### src/rtl/tmds_decoder.sv
// TMDS receive decoder: bit-slip alignment against DVI control tokens,
// lock/timeout supervision, and 10b->8b data decode for one channel.
module tmds_decoder #(
  parameter int LOCK_COUNT = 16,
  parameter int TIMEOUT    = 4096
) (
  input  logic       clk_in,
  input  logic       rst_in,
  input  logic [9:0] raw_in,
  output logic [7:0] data_out,
  output logic [1:0] control_out,
  output logic       de_out,
  output logic       locked_out,
  output logic [3:0] offset_out
);

  localparam int RUN_W = $clog2(LOCK_COUNT + 1);
  localparam int TO_W  = $clog2(TIMEOUT);

  typedef enum logic [1:0] {HUNT, VERIFY, LOCKED} state_t;

  // {hit, value[1:0]} for the four DVI control tokens
  function automatic logic [2:0] classify(input logic [9:0] w);
    logic [2:0] r;
    case (w)
      10'b1101010100: r = 3'b100;
      10'b0010101011: r = 3'b101;
      10'b0101010100: r = 3'b110;
      10'b1010101011: r = 3'b111;
      default:        r = 3'b000;
    endcase
    return r;
  endfunction

  function automatic logic [7:0] decode(input logic [9:0] q);
    logic [7:0] dp;
    logic [7:0] d;
    dp   = q[9] ? ~q[7:0] : q[7:0];
    d[0] = dp[0];
    for (int i = 1; i < 8; i++) begin
      d[i] = q[8] ? (dp[i] ^ dp[i-1]) : ~(dp[i] ^ dp[i-1]);
    end
    return d;
  endfunction

  state_t           state_q, state_d;
  logic [9:0]       prev_q, prev_d;
  logic [3:0]       offset_q, offset_d;
  logic [RUN_W-1:0] run_q, run_d;
  logic [TO_W-1:0]  timeout_q, timeout_d;
  logic [7:0]       data_q, data_d;
  logic [1:0]       control_q, control_d;
  logic             de_q, de_d;
  logic             locked_q, locked_d;

  // Highest window (k=9) reaches raw_in[8], so raw_in[9] only feeds prev_q.
  logic [18:0] concat;
  logic [9:0]  win [10];
  logic [2:0]  win_cls [10];
  logic [9:0]  win_hit;

  assign concat = {raw_in[8:0], prev_q};

  for (genvar gi = 0; gi < 10; gi++) begin : g_win
    assign win[gi]     = concat[gi+9:gi];
    assign win_cls[gi] = classify(win[gi]);
    assign win_hit[gi] = win_cls[gi][2];
  end

  logic [9:0]       sel_win;
  logic [2:0]       sel_cls;
  logic [3:0]       hunt_off;
  logic [RUN_W-1:0] run_inc;
  logic             run_done;

  always_comb begin
    sel_win  = '0;
    hunt_off = '0;
    for (int i = 0; i < 10; i++) begin
      if (offset_q == 4'(i)) sel_win = win[i];
    end
    for (int i = 9; i >= 0; i--) begin
      if (win_hit[i]) hunt_off = 4'(i);
    end
    sel_cls  = classify(sel_win);
    run_inc  = run_q + RUN_W'(1);
    run_done = sel_cls[2] && (run_inc == RUN_W'(LOCK_COUNT));
  end

  always_comb begin
    state_d   = state_q;
    prev_d    = raw_in;
    offset_d  = offset_q;
    run_d     = run_q;
    timeout_d = timeout_q;
    data_d    = data_q;
    control_d = control_q;
    de_d      = 1'b0;
    locked_d  = 1'b0;

    case (state_q)
      HUNT: begin
        if (|win_hit) begin
          offset_d = hunt_off;
          run_d    = RUN_W'(1);
          state_d  = VERIFY;
        end
      end
      VERIFY: begin
        if (!sel_cls[2]) begin
          state_d = HUNT;
          run_d   = '0;
        end else if (run_done) begin
          state_d   = LOCKED;
          run_d     = '0;
          timeout_d = '0;
        end else begin
          run_d = run_inc;
        end
      end
      LOCKED: begin
        run_d = (sel_cls[2] && !run_done) ? run_inc : '0;
        if (run_done) begin
          timeout_d = '0;
        end else if (timeout_q == TO_W'(TIMEOUT - 1)) begin
          state_d   = HUNT;
          timeout_d = '0;
        end else begin
          timeout_d = timeout_q + TO_W'(1);
        end
      end
      default: state_d = HUNT;
    endcase

    // Outputs track the state being entered so locked_out rises with the lock edge.
    if (state_d == LOCKED) begin
      locked_d = 1'b1;
      if (sel_cls[2]) begin
        control_d = sel_cls[1:0];
      end else begin
        de_d   = 1'b1;
        data_d = decode(sel_win);
      end
    end else begin
      data_d    = '0;
      control_d = '0;
    end
  end

  always_ff @(posedge clk_in) begin
    if (rst_in) begin
      state_q   <= HUNT;
      prev_q    <= '0;
      offset_q  <= '0;
      run_q     <= '0;
      timeout_q <= '0;
      data_q    <= '0;
      control_q <= '0;
      de_q      <= 1'b0;
      locked_q  <= 1'b0;
    end else begin
      state_q   <= state_d;
      prev_q    <= prev_d;
      offset_q  <= offset_d;
      run_q     <= run_d;
      timeout_q <= timeout_d;
      data_q    <= data_d;
      control_q <= control_d;
      de_q      <= de_d;
      locked_q  <= locked_d;
    end
  end

  assign data_out    = data_q;
  assign control_out = control_q;
  assign de_out      = de_q;
  assign locked_out  = locked_q;
  assign offset_out  = offset_q;

endmodule
### config.mk
export PLATFORM = sky130hd
export DESIGN_NAME = tmds_decoder
export DESIGN_NICKNAME = d
export VERILOG_FILES = /design/src/rtl/tmds_decoder.sv
export SDC_FILE = /design/constraint.sdc
export NUM_CORES = 1
export LEC_CHECK = 0
export CAP_MARGIN = 20
export CORE_MARGIN = 2
export CORE_UTILIZATION = 45
export CTS_CLUSTER_DIAMETER = 40
export CTS_CLUSTER_SIZE = 14
export DETAILED_ROUTE_END_ITERATION = 16
export GPL_ROUTABILITY_DRIVEN = 0
export SLEW_MARGIN = 20
export SYNTH_ARGS = -nofsm -noshare
export SYNTH_HDL_FRONTEND = slang
export SYNTH_SLANG_ARGS = --single-unit
### constraint.sdc
create_clock -name clk_in -period 4.3 [get_ports clk_in]
set_clock_uncertainty 0.05 [all_clocks]
set_input_delay 0.86 -clock clk_in [delete_from_list [all_inputs] [get_ports clk_in]]
set_output_delay 0.86 -clock clk_in [all_outputs]
set_load 0.05 [all_outputs]
==> results.tsv, run 1 <==
metric	value	unit
critPathMaxStageDelay	0.64	ns
syn_area	3750	µm²
maxCapViolations	0	
slew_viol_final	0	
drt-initial-drc-count	302	
io_pins	28	
nNetsFinal	546	
syn-instance-count	487	
rsz0062_at_grt	false	
crit_path_top_delay_cell	or4b_4	
grt_usage	0.249	
cts_setup_buffers	0	
die_area	9070	µm²
holdWs	0.424	ns
placed_cell_area	4250	µm²
hp-class	reg2reg	
overflow	0	
drt-total-wl	10900	µm
antenna_found_initial	0	
setup-tns-final	0	ns
critPathLaunchType	primary input	
critical_path.startpoint	raw_in[1]	
finalInstanceArea	4320	µm²
p_leak	1.57	nW
synth-async-reset-ratio	0	
fin_crit_sh	0.940	
cts_max_level	2	
rows	33	
grt_pass1_wl	17900	µm
crit_type	in2reg	
path_max_fanout	11	
syn_nets	515	
routed_via_density	6.15	
rrSetupSlack	0.46	ns
fin_util	0.532	
vias	3828	
synth-edff-count	0	
reg2reg_depth	13	
synth.largest_area_cell	dfxtp_1	
root_buffer	clkbuf_8	
post-route-drc-count	0	
wire_per_inst	17.5	µm
powerDensity	242	nW/µm²
cts_sinks	45	
ys_ff_latch	45	
total_power	1.05	mW
cts_buffers	5	
synthTopCellsByArea	dfxtp_1 24%, ha_1 5.3%, o21ai_0 4.7%	
grt_pass1_vias	3642	
critPathCapture	control_out[1]$_SDFFE_PP0N_	
place_inst	616	
max_freq	247	MHz
initial_core_util	0.461	
clk_pin_slew_worst_paths	0.08	ns
status	finished clean	
hold_viol_final	0	
relSlewSlack	0.461	
portBuffers	27	
end_kind	flip-flop	
r2r_start	offset_out[0]$_SDFFE_PP0P_	
num_antenna_cells	0	
path_cells	clkdlybuf4s50_1, buf_4, o211ai_1, o21ai_0, a21oi_1, ha_1, nand4_1, or3_1, o31a_2, a21oi_4, a221oi_1, or4b_4, nor3_1	
synth_cell_types	75	
firstDrtPassIters	5	
clkLatencyLatePin	0.30	ns
setup_slack	0.257	ns
die_w	95.2	µm
layout.cells.non_filler	622	
r2r-end	control_out[1]$_SDFFE_PP0N_	
clockBufferDepth	2	
ys.warnings.count	0	
yosys.area.top_type_share	0.240	
core_area	8130	µm²
peakVddDrop	0.159	mV
synthFlopType	dfxtp_1	
cp.required	4.47	ns
min_path_cells	2	
crit_arrival	4.21	ns
setup_viol	0	
yosysSeqAreaShare	0.240	
final_antenna_net_count	0	
dpl_worst_slack	-0.0723	ns
syn_to_final_growth	15.4	%
drive_above_1_share	0.135	
grt_max_degree	23	
die_h	95.2	µm
tritoncts	done	
fin_crit	4.04	ns
tightest_slew	0.807	ns
post-dp-hpwl	8000	µm
synth_area_per_cell	7.69	µm²
==> cell type report <==
| cell class | count | area, µm² |
|---|---|---|
| Timing Repair Buffer | 64 | 551 |
| Multi-Input combinational cell | 378 | 2580 |
| Clock buffer | 5 | 68.8 |
| Inverter | 24 | 90.1 |
| Sequential cell | 45 | 902 |
| Tap cell | 105 | 131 |
| Fill cell | 779 | 3810 |
| Clock inverter | 1 | 5.00 |
==> cell usage in the layout (no fill, tap or decap), types with 3 or more instances in the layout <==
| master | n |
|---|---|
| dfxtp_1 | 44 |
| mux2i_1 | 13 |
| o211ai_1 | 6 |
| o31ai_1 | 10 |
| o41ai_1 | 3 |
| or2_2 | 3 |
| nand2b_1 | 10 |
| a221oi_1 | 5 |
| xnor2_1 | 8 |
| and3_1 | 4 |
| nand3_1 | 20 |
| nor4_1 | 9 |
| nor2b_1 | 19 |
| mux2_2 | 3 |
| nand3b_1 | 4 |
| o22ai_1 | 5 |
| a21oi_1 | 34 |
| nand4_1 | 3 |
| ha_1 | 16 |
| mux4_2 | 4 |
| clkbuf_8 | 5 |
| and2_1 | 3 |
| nor3_1 | 10 |
| clkdlybuf4s50_1 | 26 |
| or3_1 | 5 |
| nand4b_1 | 3 |
| o21a_1 | 3 |
| o21ai_0 | 35 |
| nand2_1 | 30 |
| a211oi_2 | 4 |
| nor2_1 | 43 |
| buf_4 | 37 |
| inv_1 | 23 |
| nor3b_1 | 4 |
| nor4b_1 | 6 |
| xor2_1 | 3 |
| a31oi_1 | 5 |
| a22oi_1 | 3 |
==> cell usage after synthesis, drive strengths merged, types with 5 or more instances <==
library cell / count
nand3: 20
buf: 15
nor4: 9
nor3: 10
clkbuf: 25
dfxtp: 45
nand2: 30
nor2: 43
nor2b: 19
o31ai: 10
or3: 5
o22ai: 5
xnor2: 8
mux2i: 13
o211ai: 6
nand2b: 10
inv: 24
ha: 16
a211oi: 6
a21oi: 35
a221oi: 6
o21ai: 37
nor4b: 6
nor3b: 5
a31oi: 5
==> registers in the layout (all words and copies together) (netlist names) <==
name / count
control_out: 2
data_out: 8
de_out: 1
locked_out: 1
offset_out: 4
prev_q: 10
run_q: 5
state_q: 2
timeout_q: 12
==> cell families (layout without fill, tap and decap cells) <==
| group | count (synthesis) | in the layout | synth area share |
|---|---|---|---|
| AND/OR/NAND/NOR | 191 | 191 | 0.288 |
| buffers and inverters | 64 | 94 | 0.0718 |
| flip-flops | 45 | 45 | 0.240 |
| adder cells (fa/ha/maj) | 16 | 16 | 0.0534 |
| multiplexers | 20 | 20 | 0.0678 |
| XOR/XNOR | 11 | 11 | 0.0257 |
| AO/OA/AOI/OAI | 140 | 140 | 0.253 |
==> critical path: cells and delay by family <==
kind            cells  cell delay, ns
fa+ha+maj           1            0.21
compound gates      6            1.03
simple gates        4            1.35
buf+inv             2            0.76
==> timing repair <==
action / CTS / global route
setup endpoints to repair: 0 / 3
hold endpoints to repair: 0 / 0
hold buffers: 0 / 0
resized for setup: 0 / 1
==> per-layer routing <==
layer	wire, µm	global-route usage	up-vias	share of wire
li1	-	-	1859	-
met1	4840	0.336	1769	0.44
met5	0	0	-	0
met4	281	0.100	0	0.026
met2	5030	0.399	166	0.46
met3	732	0.0364	34	0.067
==> how the worst min path moves through the flow <==
stage	startpoint	to	slack, ns
floorplan	run_q[4]$_SDFFE_PP0P_	run_q[4]$_SDFFE_PP0P_	0.38
finish	run_q[4]$_SDFFE_PP0P_	run_q[4]$_SDFFE_PP0P_	0.42
global route	timeout_q[11]$_SDFFE_PP0P_	timeout_q[11]$_SDFFE_PP0P_	0.46
CTS	timeout_q[11]$_SDFFE_PP0P_	timeout_q[11]$_SDFFE_PP0P_	0.43
detailed placement	timeout_q[11]$_SDFFE_PP0P_	timeout_q[11]$_SDFFE_PP0P_	0.41
global placement	run_q[4]$_SDFFE_PP0P_	run_q[4]$_SDFFE_PP0P_	0.40
==> power breakdown <==
part	internal, mW	switching [mW]	leakage [nW]
logic	0.150	0.190	1.16
clock network	0.107	0.146	0.0399
registers	0.426	0.0286	0.367
total	0.683	0.365	1.57
Note: power is estimated with default switching activity, not from simulation.
==> run 2, diff against run 1 <==
--- a/config.mk
+++ b/config.mk
@@ -6,7 +6,7 @@
 export NUM_CORES = 1
 export LEC_CHECK = 0
 export CAP_MARGIN = 20
-export CORE_MARGIN = 2
+export CORE_MARGIN = 10
 export CORE_UTILIZATION = 45
 export CTS_CLUSTER_DIAMETER = 40
 export CTS_CLUSTER_SIZE = 14
==> run 2 against run 1 <==
- maximum frequency about the same
- first-iteration DRC count down 33%
- non-clock buffer count up 2
- sequential share of layout area down 0.34 points
- clock power up 55%
==> results.tsv, run 2 (synthesis results as in run 1) <==
metric	value	unit	change
status	finished clean		
powerDensity	271	nW/µm²	+12%
relSlewSlack	0.448		-0.0129
drt-total-wl	11200	µm	+2.6%
p_leak	1.60	nW	+1.9%
post-route-drc-count	0		unchanged
critPathLaunchType	primary input		
max_freq	247	MHz	about the same
die_w	111	µm	+17%
post-dp-hpwl	8210	µm	+2.7%
nNetsFinal	548		+0.37%
cts_buffers	5		unchanged
grt_max_degree	26		+13%
routed_via_density	6.04		-1.9%
firstDrtPassIters	4		-1
total_power	1.19	mW	+14%
slew_viol_final	0		unchanged
cts_setup_buffers	0		unchanged
vias	3779		-1.3%
regMostFlops	timeout_q		
crit_family	compound AO/OA/AOI/OAI gates		
root_buffer	clkbuf_8		
peakVddDrop	0.131	mV	-17%
antenna_found_initial	0		unchanged
drt-initial-drc-count	201		-33%
portBuffers	27		unchanged
die_area	12400	µm²	+36%
path_max_fanout	9		-2
fin_crit	4.04	ns	+0.00159 ns
crit_type	in2reg		
hold_viol_final	0		unchanged
cts_sinks	45		unchanged
cts_hold_buffers	0		unchanged
num_antenna_cells	0		unchanged
fin_crit_sh	0.941		about the same
rsz0062_at_grt	false		
setup-tns-final	0	ns	unchanged
maxCapViolations	0		unchanged
overflow	0		unchanged
clockBufferDepth	2		unchanged
clkLatencyLatePin	0.31	ns	about the same
crit_arrival	4.21	ns	about the same
end_kind	flip-flop		
crit_path_top_delay_cell	or4_1		
mostFrequentLayoutCells	44 x dfxtp_1, 43 x nor2_1, 39 x buf_4, 35 x o21ai_0, 34 x a21oi_1		
cts_resized	0		unchanged
core_area	8180	µm²	+0.51%
tightest_slew	0.828	ns	+0.0218 ns
wire_per_inst	17.8	µm	+1.9%
tritoncts	done		
final_common_cell	dfxtp_1		
io_pins	28		unchanged
grt_pass1_vias	3491		-4.1%
final_antenna_net_count	0		unchanged
initial_core_util	0.458		-0.00233
path_cells	clkdlybuf4s50_1, a31oi_1, o22ai_1, a21oi_1, o31ai_1, buf_4, inv_1, ha_1, and4_1, o21a_1, o21ai_1, a21oi_4, buf_4, or4_1, o31ai_1		
grt_pass1_wl	18100	µm	+1.3%
cts_max_level	2		unchanged
largest_reg_flops	12		unchanged
rows	33		unchanged
critPathMaxStageDelay	0.64	ns	about the same
hp-class	reg2reg		
cp.required	4.46	ns	about the same
crit_buf_inv	4		+2
clk_pin_slew_worst_paths	0.10	ns	+0.02 ns
grt_usage	0.171		-0.0784
drive_above_1_share	0.142		+0.00664
setup_viol	0		unchanged
die_h	111	µm	+17%
syn_to_final_growth	17.4	%	
## run 2: path summary, 6_finish.rpt
path	start	cells after the start	slack [ns]	endpoint
worst min register to register	run_q[4]$_SDFFE_PP0P_	2	0.41	run_q[4]$_SDFFE_PP0P_
worst max-delay path	raw_in[0]	15	0.26	timeout_q[11]$_SDFFE_PP0P_
worst max register to register	offset_out[0]$_SDFFE_PP0P_	14	0.37	control_out[1]$_SDFFE_PP0N_
worst min-delay path	run_q[4]$_SDFFE_PP0P_	2	0.41	run_q[4]$_SDFFE_PP0P_
## run 2: layout make-up
cell class                 instances  area [µm²]
multi-input combinational        378        2580
tap                              105         131
sequential                        45         902
fill                             811        3780
inverter                          24        90.1
clock inverter                     3        65.1
clock buffer                       5        68.8
timing repair buffer              66         563
## run 2: through the flow
step | worst slack, ns | util | instance area, µm² | instances | hold WS, ns
2_1_floorplan | 0.150 | - | 3750 | 487 | 0.382
3_5_place_dp | 0.0411 | 0.521 | 4260 | 618 | 0.400
3_3_place_gp | 0.0740 | 0.521 | 4260 | 618 | 0.394
5_1_grt | 0.112 | 0.538 | 4400 | 626 | 0.453
6_report | 0.256 | 0.538 | 4400 | 626 | 0.407
4_1_cts | 0.294 | 0.538 | 4400 | 626 | 0.413
## run 2: worst reg2reg max path, stage by stage (launching register included)
cell	delay, ns
dfxtp_2	0.66
buf_4	0.32
nand2b_1	0.18
nor2_1	0.07
a222oi_1	0.34
o21ai_0	0.20
inv_1	0.10
ha_1	0.16
nand4_1	0.12
or3_1	0.38
o31a_2	0.16
a21oi_4	0.16
a21oi_1	0.11
or4b_4	0.65
nor3_1	0.21
## run 2: report_power, final
group / leakage [nW] / switching, mW / internal [mW] / total (mW)
Combinational: 1.16 / 0.197 / 0.152 / 0.349
Clock: 0.0681 / 0.162 / 0.231 / 0.393
Sequential: 0.367 / 0.0234 / 0.426 / 0.449
Total: 1.60 / 0.382 / 0.809 / 1.19
## run 2: metal layers
metal	part of all wire	vias to the layer above	routed length (µm)	global-route usage
li1	-	1853	-	-
met3	0.055	23	617	0.0292
met1	0.46	1765	5150	0.228
met5	0	-	0	0
met2	0.46	138	5150	0.271
met4	0.022	0	246	0.0531
==> run 3, diff against run 2 <==
--- a/config.mk
+++ b/config.mk
@@ -12,7 +12,7 @@
 export CTS_CLUSTER_SIZE = 14
 export DETAILED_ROUTE_END_ITERATION = 16
 export GPL_ROUTABILITY_DRIVEN = 0
-export SLEW_MARGIN = 20
+export SLEW_MARGIN = 25
 export SYNTH_ARGS = -nofsm -noshare
 export SYNTH_HDL_FRONTEND = slang
 export SYNTH_SLANG_ARGS = --single-unit
==> results of run 3 <==
The final DEF is identical to that of run 2; final timing and power are the same.
